### config.mk
export PLATFORM = sky130hd
export DESIGN_NAME = sha3_absorb_packer_flat
export DESIGN_NICKNAME = d
export VERILOG_FILES = /design/src/rtl/sha3_absorb_packer_if.sv /design/src/rtl/sha3_absorb_packer.sv /design/src/flat_wrapper.sv
export SDC_FILE = /design/constraint.sdc
export NUM_CORES = 1
export LEC_CHECK = 0
export ABC_AREA = 0
export CORE_MARGIN = 8
export CORE_UTILIZATION = 35
export CTS_CLUSTER_SIZE = 25
export DETAILED_ROUTE_END_ITERATION = 7
export PLACE_DENSITY = 0.6
export SYNTH_ARGS = -nofsm -noshare
export SYNTH_HDL_FRONTEND = slang
export SYNTH_SLANG_ARGS = --single-unit
### constraint.sdc
create_clock -name clk -period 19.14 [get_ports clk]
set_clock_uncertainty 0.1 [all_clocks]
set_input_delay 2.871 -clock clk [delete_from_list [all_inputs] [get_ports clk]]
set_output_delay 2.871 -clock clk [all_outputs]
set_load 0.05 [all_outputs]
### src/rtl/sha3_absorb_packer_if.sv
// Bus bundle between the cust5 word source, the absorb packer and the Keccak core.
// Both handshakes transfer on the rising edge where valid && ready; valid never waits on ready.
interface sha3_absorb_packer_if #(
    parameter int RATE_WORDS = 18
);
    logic                       in_valid;
    logic                       in_ready;
    logic [2:0]                 in_op;
    logic [31:0]                in_word;
    logic [1:0]                 in_nbytes;
    logic                       blk_valid;
    logic                       blk_ready;
    logic [RATE_WORDS*32-1:0]   blk_data;
    logic                       blk_last;
    logic                       msg_active;
    logic                       err;

    modport master (
        output in_valid, in_op, in_word, in_nbytes, blk_ready,
        input  in_ready, blk_valid, blk_data, blk_last, msg_active, err
    );

    modport slave (
        input  in_valid, in_op, in_word, in_nbytes, blk_ready,
        output in_ready, blk_valid, blk_data, blk_last, msg_active, err
    );
endinterface

### src/rtl/sha3_absorb_packer.sv
// Packs the cust5 32-bit message stream into SHA3 rate blocks, applies 0x06..0x80
// padding on the tail word and holds each block until the permutation core takes it.
module sha3_absorb_packer #(
    parameter int          RATE_WORDS = 18,
    parameter logic [7:0]  PAD_FIRST  = 8'h06,
    parameter logic [7:0]  PAD_LAST   = 8'h80
) (
    input  logic                 clk,
    input  logic                 rst,
    sha3_absorb_packer_if.slave  bus,
    output logic [1:0]           dbg_state_o
);
    localparam int BLK_W = RATE_WORDS * 32;
    localparam int CW    = $clog2(RATE_WORDS + 1);

    typedef enum logic [1:0] {
        S_IDLE = 2'd0,
        S_FILL = 2'd1,
        S_HOLD = 2'd2
    } state_e;

    state_e            state_q, state_d;
    logic [CW-1:0]     cnt_q, cnt_d;
    logic [BLK_W-1:0]  buf_q, buf_d;
    logic              last_q, last_d;
    logic              active_q, active_d;
    logic              err_q, err_d;

    logic              accept;
    logic              op_head, op_body, op_tail, op_bad;
    logic [31:0]       tail_word;
    int                wr_base;

    assign op_head = (bus.in_op == 3'b100);
    assign op_body = (bus.in_op == 3'b010);
    assign op_tail = (bus.in_op == 3'b001);
    assign op_bad  = !(op_head || op_body || op_tail);
    assign accept  = bus.in_valid && (state_q != S_HOLD);

    // Keep the k leading message bytes, put the domain byte right after them, zero the rest.
    always_comb begin
        tail_word = '0;
        for (int b = 0; b < 4; b++) begin
            if (b < int'(bus.in_nbytes)) begin
                tail_word[31-8*b -: 8] = bus.in_word[31-8*b -: 8];
            end else if (b == int'(bus.in_nbytes)) begin
                tail_word[31-8*b -: 8] = PAD_FIRST;
            end
        end
    end

    always_comb begin
        state_d  = state_q;
        cnt_d    = cnt_q;
        buf_d    = buf_q;
        last_d   = last_q;
        active_d = active_q;
        err_d    = err_q;
        wr_base  = 0;
        if (cnt_q < CW'(RATE_WORDS)) begin
            wr_base = (RATE_WORDS - 1 - int'(cnt_q)) * 32;
        end

        case (state_q)
            S_HOLD: begin
                if (bus.blk_ready) begin
                    buf_d  = '0;
                    cnt_d  = '0;
                    last_d = 1'b0;
                    if (last_q) begin
                        state_d  = S_IDLE;
                        active_d = 1'b0;
                    end else begin
                        state_d  = S_FILL;
                    end
                end
            end
            default: begin
                if (accept) begin
                    if (op_bad) begin
                        err_d = 1'b1;
                    end else if (op_head) begin
                        // A head in FILL simply restarts: the partial block is never emitted.
                        buf_d                 = '0;
                        buf_d[BLK_W-1 -: 32]  = bus.in_word;
                        cnt_d                 = CW'(1);
                        active_d              = 1'b1;
                        err_d                 = 1'b0;
                        state_d               = S_FILL;
                    end else if (state_q == S_IDLE) begin
                        err_d = 1'b1;
                    end else if (op_body) begin
                        buf_d[wr_base +: 32] = bus.in_word;
                        cnt_d                = cnt_q + CW'(1);
                        if (cnt_q == CW'(RATE_WORDS - 1)) begin
                            state_d = S_HOLD;
                        end
                    end else begin
                        buf_d[wr_base +: 32] = tail_word;
                        buf_d[7:0]           = buf_d[7:0] | PAD_LAST;
                        last_d               = 1'b1;
                        state_d              = S_HOLD;
                    end
                end
            end
        endcase
    end

    always_ff @(posedge clk or posedge rst) begin
        if (rst) begin
            state_q  <= S_IDLE;
            cnt_q    <= '0;
            buf_q    <= '0;
            last_q   <= 1'b0;
            active_q <= 1'b0;
            err_q    <= 1'b0;
        end else begin
            state_q  <= state_d;
            cnt_q    <= cnt_d;
            buf_q    <= buf_d;
            last_q   <= last_d;
            active_q <= active_d;
            err_q    <= err_d;
        end
    end

    assign bus.in_ready   = (state_q != S_HOLD);
    assign bus.blk_valid  = (state_q == S_HOLD);
    assign bus.blk_data   = buf_q;
    assign bus.blk_last   = last_q;
    assign bus.msg_active = active_q;
    assign bus.err        = err_q;
    assign dbg_state_o    = state_q;
endmodule

### src/flat_wrapper.sv
// flat-port wrapper written by rule: the top's interface ports become plain ports
module sha3_absorb_packer_flat 
#(
    parameter int          RATE_WORDS = 18,
    parameter logic [7:0]  PAD_FIRST  = 8'h06,
    parameter logic [7:0]  PAD_LAST   = 8'h80
)
  (clk, rst, dbg_state_o, bus_in_valid, bus_in_op, bus_in_word, bus_in_nbytes, bus_blk_ready, bus_in_ready, bus_blk_valid, bus_blk_data, bus_blk_last, bus_msg_active, bus_err);
  sha3_absorb_packer_if #(.RATE_WORDS(RATE_WORDS)) bus_i ();
  input  logic clk;
  input  logic rst;
  output logic [1:0] dbg_state_o;
  input wire logic [$bits(bus_i.in_valid)-1:0] bus_in_valid;
  input wire logic [$bits(bus_i.in_op)-1:0] bus_in_op;
  input wire logic [$bits(bus_i.in_word)-1:0] bus_in_word;
  input wire logic [$bits(bus_i.in_nbytes)-1:0] bus_in_nbytes;
  input wire logic [$bits(bus_i.blk_ready)-1:0] bus_blk_ready;
  output wire logic [$bits(bus_i.in_ready)-1:0] bus_in_ready;
  output wire logic [$bits(bus_i.blk_valid)-1:0] bus_blk_valid;
  output wire logic [$bits(bus_i.blk_data)-1:0] bus_blk_data;
  output wire logic [$bits(bus_i.blk_last)-1:0] bus_blk_last;
  output wire logic [$bits(bus_i.msg_active)-1:0] bus_msg_active;
  output wire logic [$bits(bus_i.err)-1:0] bus_err;
  assign bus_i.in_valid = bus_in_valid;
  assign bus_i.in_op = bus_in_op;
  assign bus_i.in_word = bus_in_word;
  assign bus_i.in_nbytes = bus_in_nbytes;
  assign bus_i.blk_ready = bus_blk_ready;
  assign bus_in_ready = bus_i.in_ready;
  assign bus_blk_valid = bus_i.blk_valid;
  assign bus_blk_data = bus_i.blk_data;
  assign bus_blk_last = bus_i.blk_last;
  assign bus_msg_active = bus_i.msg_active;
  assign bus_err = bus_i.err;
  sha3_absorb_packer #(.RATE_WORDS(RATE_WORDS), .PAD_FIRST(PAD_FIRST), .PAD_LAST(PAD_LAST)) u_core (.clk(clk), .rst(rst), .bus(bus_i), .dbg_state_o(dbg_state_o));
endmodule
* Word level (Yosys, flattened, before mapping)
Cells that the tools add are included.
** Storage, ports and cells
- Register bits after elaboration :: 586
- Input port bits :: 41
- Output and inout port bits :: 583
- Logic and storage cells :: 98
** Operators by class
- Add/subtract/negate cells :: 3
- Order comparisons :: 4
- Equality and inequality tests :: 17
- Shift operators :: 3
- Mux-type cells :: 49
- Bitwise logic cells :: 1
- Reductions and logical operators :: 15
** Operators by type and width (count)
- 576-bit two-way mux :: 7
- 576-bit bitwise mux :: 2
- 32-bit by 33-bit indexed part select with 576-bit output :: 2
- 32-bit by 33-bit variable shift with 576-bit output (first input constant) :: 1
- 5-bit two-way mux :: 7
- 32-bit negation with 33-bit output :: 1
- 32-bit two-way mux :: 1
- 8-bit two-way mux :: 3
- 1-bit two-way mux :: 17
- 2-bit two-way mux :: 8
- 5-bit AND reduction :: 3
- 3-bit two-way mux :: 4
- 2-bit != test (second input constant) :: 5
- 3-bit by 2-bit != test with 1-bit output (second input constant) :: 2
- 6-bit AND reduction :: 1
- 2-bit nonzero test :: 3
- 5-bit by 5-bit subtractor with 6-bit output (first input constant) :: 1
- 5-bit by 1-bit adder with 5-bit output (second input constant) :: 1
- 5-bit equality test (second input constant) :: 1
- 5-bit less-than comparator (second input constant) :: 1
- 2-bit equality test (first input constant) :: 2
- 2-bit logical NOT :: 2
- 1-bit by 2-bit less-than comparator with 1-bit output (first input constant) :: 2
- 4-bit by 3-bit != test with 1-bit output (second input constant) :: 1
- 13 further kinds :: 14

* Logic depth before layout (Yosys ltp)
- Depth in word-level cells :: 11
- Mapped depth :: 24
- Gate-level depth less buffers :: 18

* Worst setup path before layout
OpenSTA, ideal clock, no wires.
- Path kind :: input to register
- Start point :: input port bus_in_op[1]
- End point :: register u_core.buf_q[104], in the netlist u_core.bus.blk_data[104]
- Setup time :: 0.069 ns
- Arrival :: 5.230 ns
- Required time :: 18.971 ns
- Slack :: 13.741 ns
- Cell stages on the path :: 8
- Buffers on the path :: 1
- Cell sequence :: clkbuf_1 > or4bb_1 > nor2_1 > or4_1 > nand2_1 > or4_1 > nor4_1 > a22o_1
** Between the ends
- Longest elaborated chain between the ends :: 7
- Elaborated cells on any way between the ends :: 14
** Ends and longest elaborated chain
- from (decl) :: line flat_wrapper.sv:14 : input wire logic [$bits(bus_i.in_op)-1:0] bus_in_op;
- 3-bit by 2-bit equality test with 1-bit output :: line sha3_absorb_packer.sv:35 : assign op_body = (bus.in_op == 3'b010);
- 576-bit two-way mux :: line sha3_absorb_packer.sv:92 : end else if (op_body) begin
- 576-bit two-way mux :: line sha3_absorb_packer.sv:90 : end else if (state_q == S_IDLE) begin
- 576-bit two-way mux :: line sha3_absorb_packer.sv:82 : end else if (op_head) begin
- 576-bit two-way mux :: line sha3_absorb_packer.sv:80 : if (op_bad) begin
- 576-bit two-way mux :: line sha3_absorb_packer.sv:79 : if (accept) begin
- 576-bit two-way mux :: line sha3_absorb_packer.sv:64 : case (state_q)
- to (signal assigned) :: line sha3_absorb_packer.sv:120 : buf_q <= buf_d;
- to (decl) :: line sha3_absorb_packer.sv:24 : logic [BLK_W-1:0] buf_q, buf_d;
Parallel ways exist; a longest one is shown, timed or not. The select of a mux whose other input is x is not followed.
A chain may end at the register's enable or synchronous reset.

* Final worst setup path
- Start point :: input port bus_in_op[1]
- End point :: register u_core.buf_q[109], in the netlist u_core.bus.blk_data[109]
Same word-level chain as after synthesis.

==> summary.md <==
| Metric | Value |
|---|---|
| Status | `completed` |
| Yosys cell types | `67` |
| Syn-to-layout area delta | `40.19%` |
| Design area | `about 34000 um^2` |
| Clk root buf | `clkbuf_16` |
| Slew @ Worst Pin | `between 1 and 1.5 ns` |
| Most common cell after layout, fill and taps aside | `clkdlybuf4s50_1` |
| Delay of the slowest critical-path stage | `approximately 0.70 ns` |
| Top area cells in the synthesized netlist | `dfrtp_1, a22o_1, nand3_1` |
| RSZ-0062 raised after global routing | `false` |
| Clk slew on worst S/H paths | `0.06 ns` |
| Routed len/inst | `~32 um` |
| Synthesized area | `~24000 um^2` |
| Number of buffers created by CTS | `67` |
| Hold Crit Class | `register to register` |
| Global-route usage over all layers | `0.2949` |
| Post-cts resize count | `0` |
| Core Footprint | `slightly below 70000 um^2` |
| Slew Viols, Final | `0` |
| Fillers | `about 6000` |
| Iter 0 DRT Violations | `2236` |
| Rel. slew slack | `0.09261` |
| ANT nets after route | `0` |
| Crit Path Class | `input pin to register` |
| Highest-delay cell along the critical path | `or4_1` |
| Die height | `~280 um` |
| Die W | `~280 um` |
| Largest net degree at the start of global routing | `91` |
| Avg Cell Area, Syn | `around 11 um^2` |
| Clock Power Share | `0.385` |
| Die area | `77120 um^2` |
| Final Hold Slack | `approximately 0.38 ns` |
| Commonest cells after routing, fill and taps aside | `clkdlybuf4s50_1, dfrtp_1, a22o_1` |
| Setup TNS | `0 ns` |
| Final Routed Wirelength | `around 120 mm` |
| Row count | `96` |
| CTS Hold Bufs | `0` |
| Final worst slack | `12.22 ns` |
| Lkg Pwr | `14.40 nW` |
| CP Launch Type | `input pin` |
| RePlAce Congestion | `~0.96` |
| Core Util, Final | `0.4926` |
| Family with the most delay on the worst path | `simple AND/OR/NAND/NOR gates` |
| IR drop worst, VDD | `around 54 uV` |
| Net Switching | `1.177 mW` |
| Seq cells post-synth | `586` |
| Ratio of cells with drive above 1 in the final layout | `0.08415` |
| Mapped Cells | `2099` |
| Maximum clock frequency | `around 140 MHz` |
| Max_cap viols | `0` |
| Dpl hpwl | `just under 90 mm` |
| First-pass DRT Iterations | `6` |
| Worst path cell trace | `clkdlybuf4s50_1, nor3b_2, buf_4, and3_1, or4_1, buf_4, nand2_1, or4_1, nor4_2, a22o_1` |
| Initial antenna violation count | `5` |
| Internal power | `approximately 2.2 mW` |
| Post-Place Cell Area | `about 31000 um^2` |
| H-tree depth | `3` |
| Dpl cells | `3508` |
| Sequential Power Share | `0.384` |
| Top cell type by total area after synthesis | `dfrtp_1` |
| Power per cell area | `between 90 and 100 nW/um^2` |
| CTS Sinks | `around 590` |
| Final setup fails | `0` |
| Syn. warnings | `0` |
| GRT overflow | `0` |
| CP bufs+invs | `3` |
| Later-pin clock latency in the skew report | `between 0.6 and 0.7 ns` |
| Ys async rst share | `1.000` |
| I/O Buffers | `approximately 620` |
| Post-synth top area share | `0.6117` |
| Power Total | `3.355 mW` |
| Via count | `between 20000 and 25000` |
| Vias in the first global route | `~22000` |
| Final hold vios | `0` |
| Final Cycle Share | `0.3617` |
| # nets final | `about 2700` |
| Register area share after synthesis | `0.6117` |
| Most used DFF post-synth | `dfrtp_1` |
| Comb pwr share | `0.231` |
| CP arrival | `around 7.4 ns` |
| Worst path required time | `around 20 ns` |
| Dpl ws | `around 12 ns` |
| Min Clock Period, post-route | `approximately 6.9 ns` |
| CP Max Fanout | `22` |
| Starting Density | `0.3514` |
| Net Sw Frac | `0.3508` |
| Maximum root-to-sink buffer count | `3` |
| TritonCTS clock tree | `built` |
| Routed vias/inst | `approximately 6` |
| Critical path capture point type | `register` |
| Fin cells | `approximately 3600` |
| Global-route wire length before repair | `167.0 mm` |
| Number of synthesized flops with an enable pin | `0` |
| # IOs | `between 600 and 700` |
| Drt drc | `0` |
| Post-CTS Setup Bufs | `0` |
final cells by class:
class                   instances  area, um^2  share of cell area
diodes                          3       7.507           0.0002234
clock buffers                 101        1987             0.05912
clock inverters                18       212.7            0.006329
inverters                      12       48.80            0.001452
multi-input cells            1330        8783              0.2614
flip-flops and latches        586       14660              0.4364
well taps                     882        1104             0.03284
repair buffers                698        6799              0.2023
cells by family (layout without fill, tap and decap cells):
logic type,Yosys count,count (layout),share of synthesized area
mux,4,4,0.001879
xor+xnor,1,1,0.0003654
flops,586,586,0.6117
other cells,2,10,0.0003133
buf+inv,188,829,0.03038
simple gates,638,638,0.1352
compound gates,669,669,0.2144
fa+ha+maj,11,11,0.005741
per-layer routing:
layer | GRT usage | vias up | routed length, um | part of all wire
met5 | 0 | - | 16 | 0.00014
met4 | 0.1233 | 4 | 5403 | 0.046
met3 | 0.09268 | 247 | 11420 | 0.097
met2 | 0.4785 | 1171 | 55020 | 0.47
met1 | 0.3619 | 11170 | 45570 | 0.39
li1 | - | 9015 | - | -
path summary, 6_finish.rpt:
path / startpoint / to / slack [ns] / depth (start not counted)
worst max-delay path: bus_in_op[1] / u_core.bus.blk_data[109] / 12.22 / 10
worst min-delay path: u_core.bus.blk_data[464] / u_core.bus.blk_data[464] / 0.38 / 2
worst max register to register: u_core.cnt_q[1] / u_core.bus.blk_data[191] / 12.26 / 17
worst min register to register: u_core.bus.blk_data[464] / u_core.bus.blk_data[464] / 0.38 / 2
max in group asynchronous: rst / u_core.bus.blk_data[531] / 13.32 / 5
min in group asynchronous: rst / u_core.bus.blk_data[348] / 2.50 / 2
state kept, by name, summed over array words and instances, names as in the netlist:
name                   cells
u_core.bus.blk_data      576
u_core.bus.blk_last        1
u_core.bus.err             1
u_core.bus.msg_active      1
u_core.cnt_q               5
u_core.dbg_state_o         2
synth_stat cells, types with 9 or more instances:
cell       number
a21oi_1        31
a22o_1        315
a2bb2oi_1      10
a32o_1         12
and2_1          9
and3_1         20
buf_2          12
clkbuf_1      156
dfrtp_1       586
ha_1           11
inv_1          10
nand2_1       178
nand2b_1       33
nand3_1       145
nand4_1        16
nor2_1         96
nor2b_1        27
nor3_1         28
nor4_1         23
o21ai_0       129
o21ai_1        21
o2bb2ai_1      82
o31ai_1        19
or2_2           9
or3_1          12
power by group through the flow:
stage	combinational (mW)	clock, mW	sequential, mW
6_report	0.775	1.29	1.29
5_1_grt	0.800	1.37	1.29
4_1_cts	0.761	1.31	1.29
3_5_place_dp	0.759	0	1.31
3_3_place_gp	0.749	0	1.31
2_1_floorplan	0.343	0	1.38
worst reg2reg max path, stage by stage (launching register included):
cell and delay (ns):
dfrtp_1 0.50, inv_1 0.10, ha_1 0.35, nand2b_1 0.25, a21oi_1 0.20, buf_4 0.25
inv_1 0.12, ha_1 0.29, nor2b_1 0.22, a221oi_2 0.46, inv_2 0.17, ha_2 0.41
buf_4 0.35, nand3b_1 0.62, nand2b_1 0.43, or4_1 1.04, or4_4 0.75, o21ai_1 0.15
Note: power is estimated with default switching activity, not from simulation.
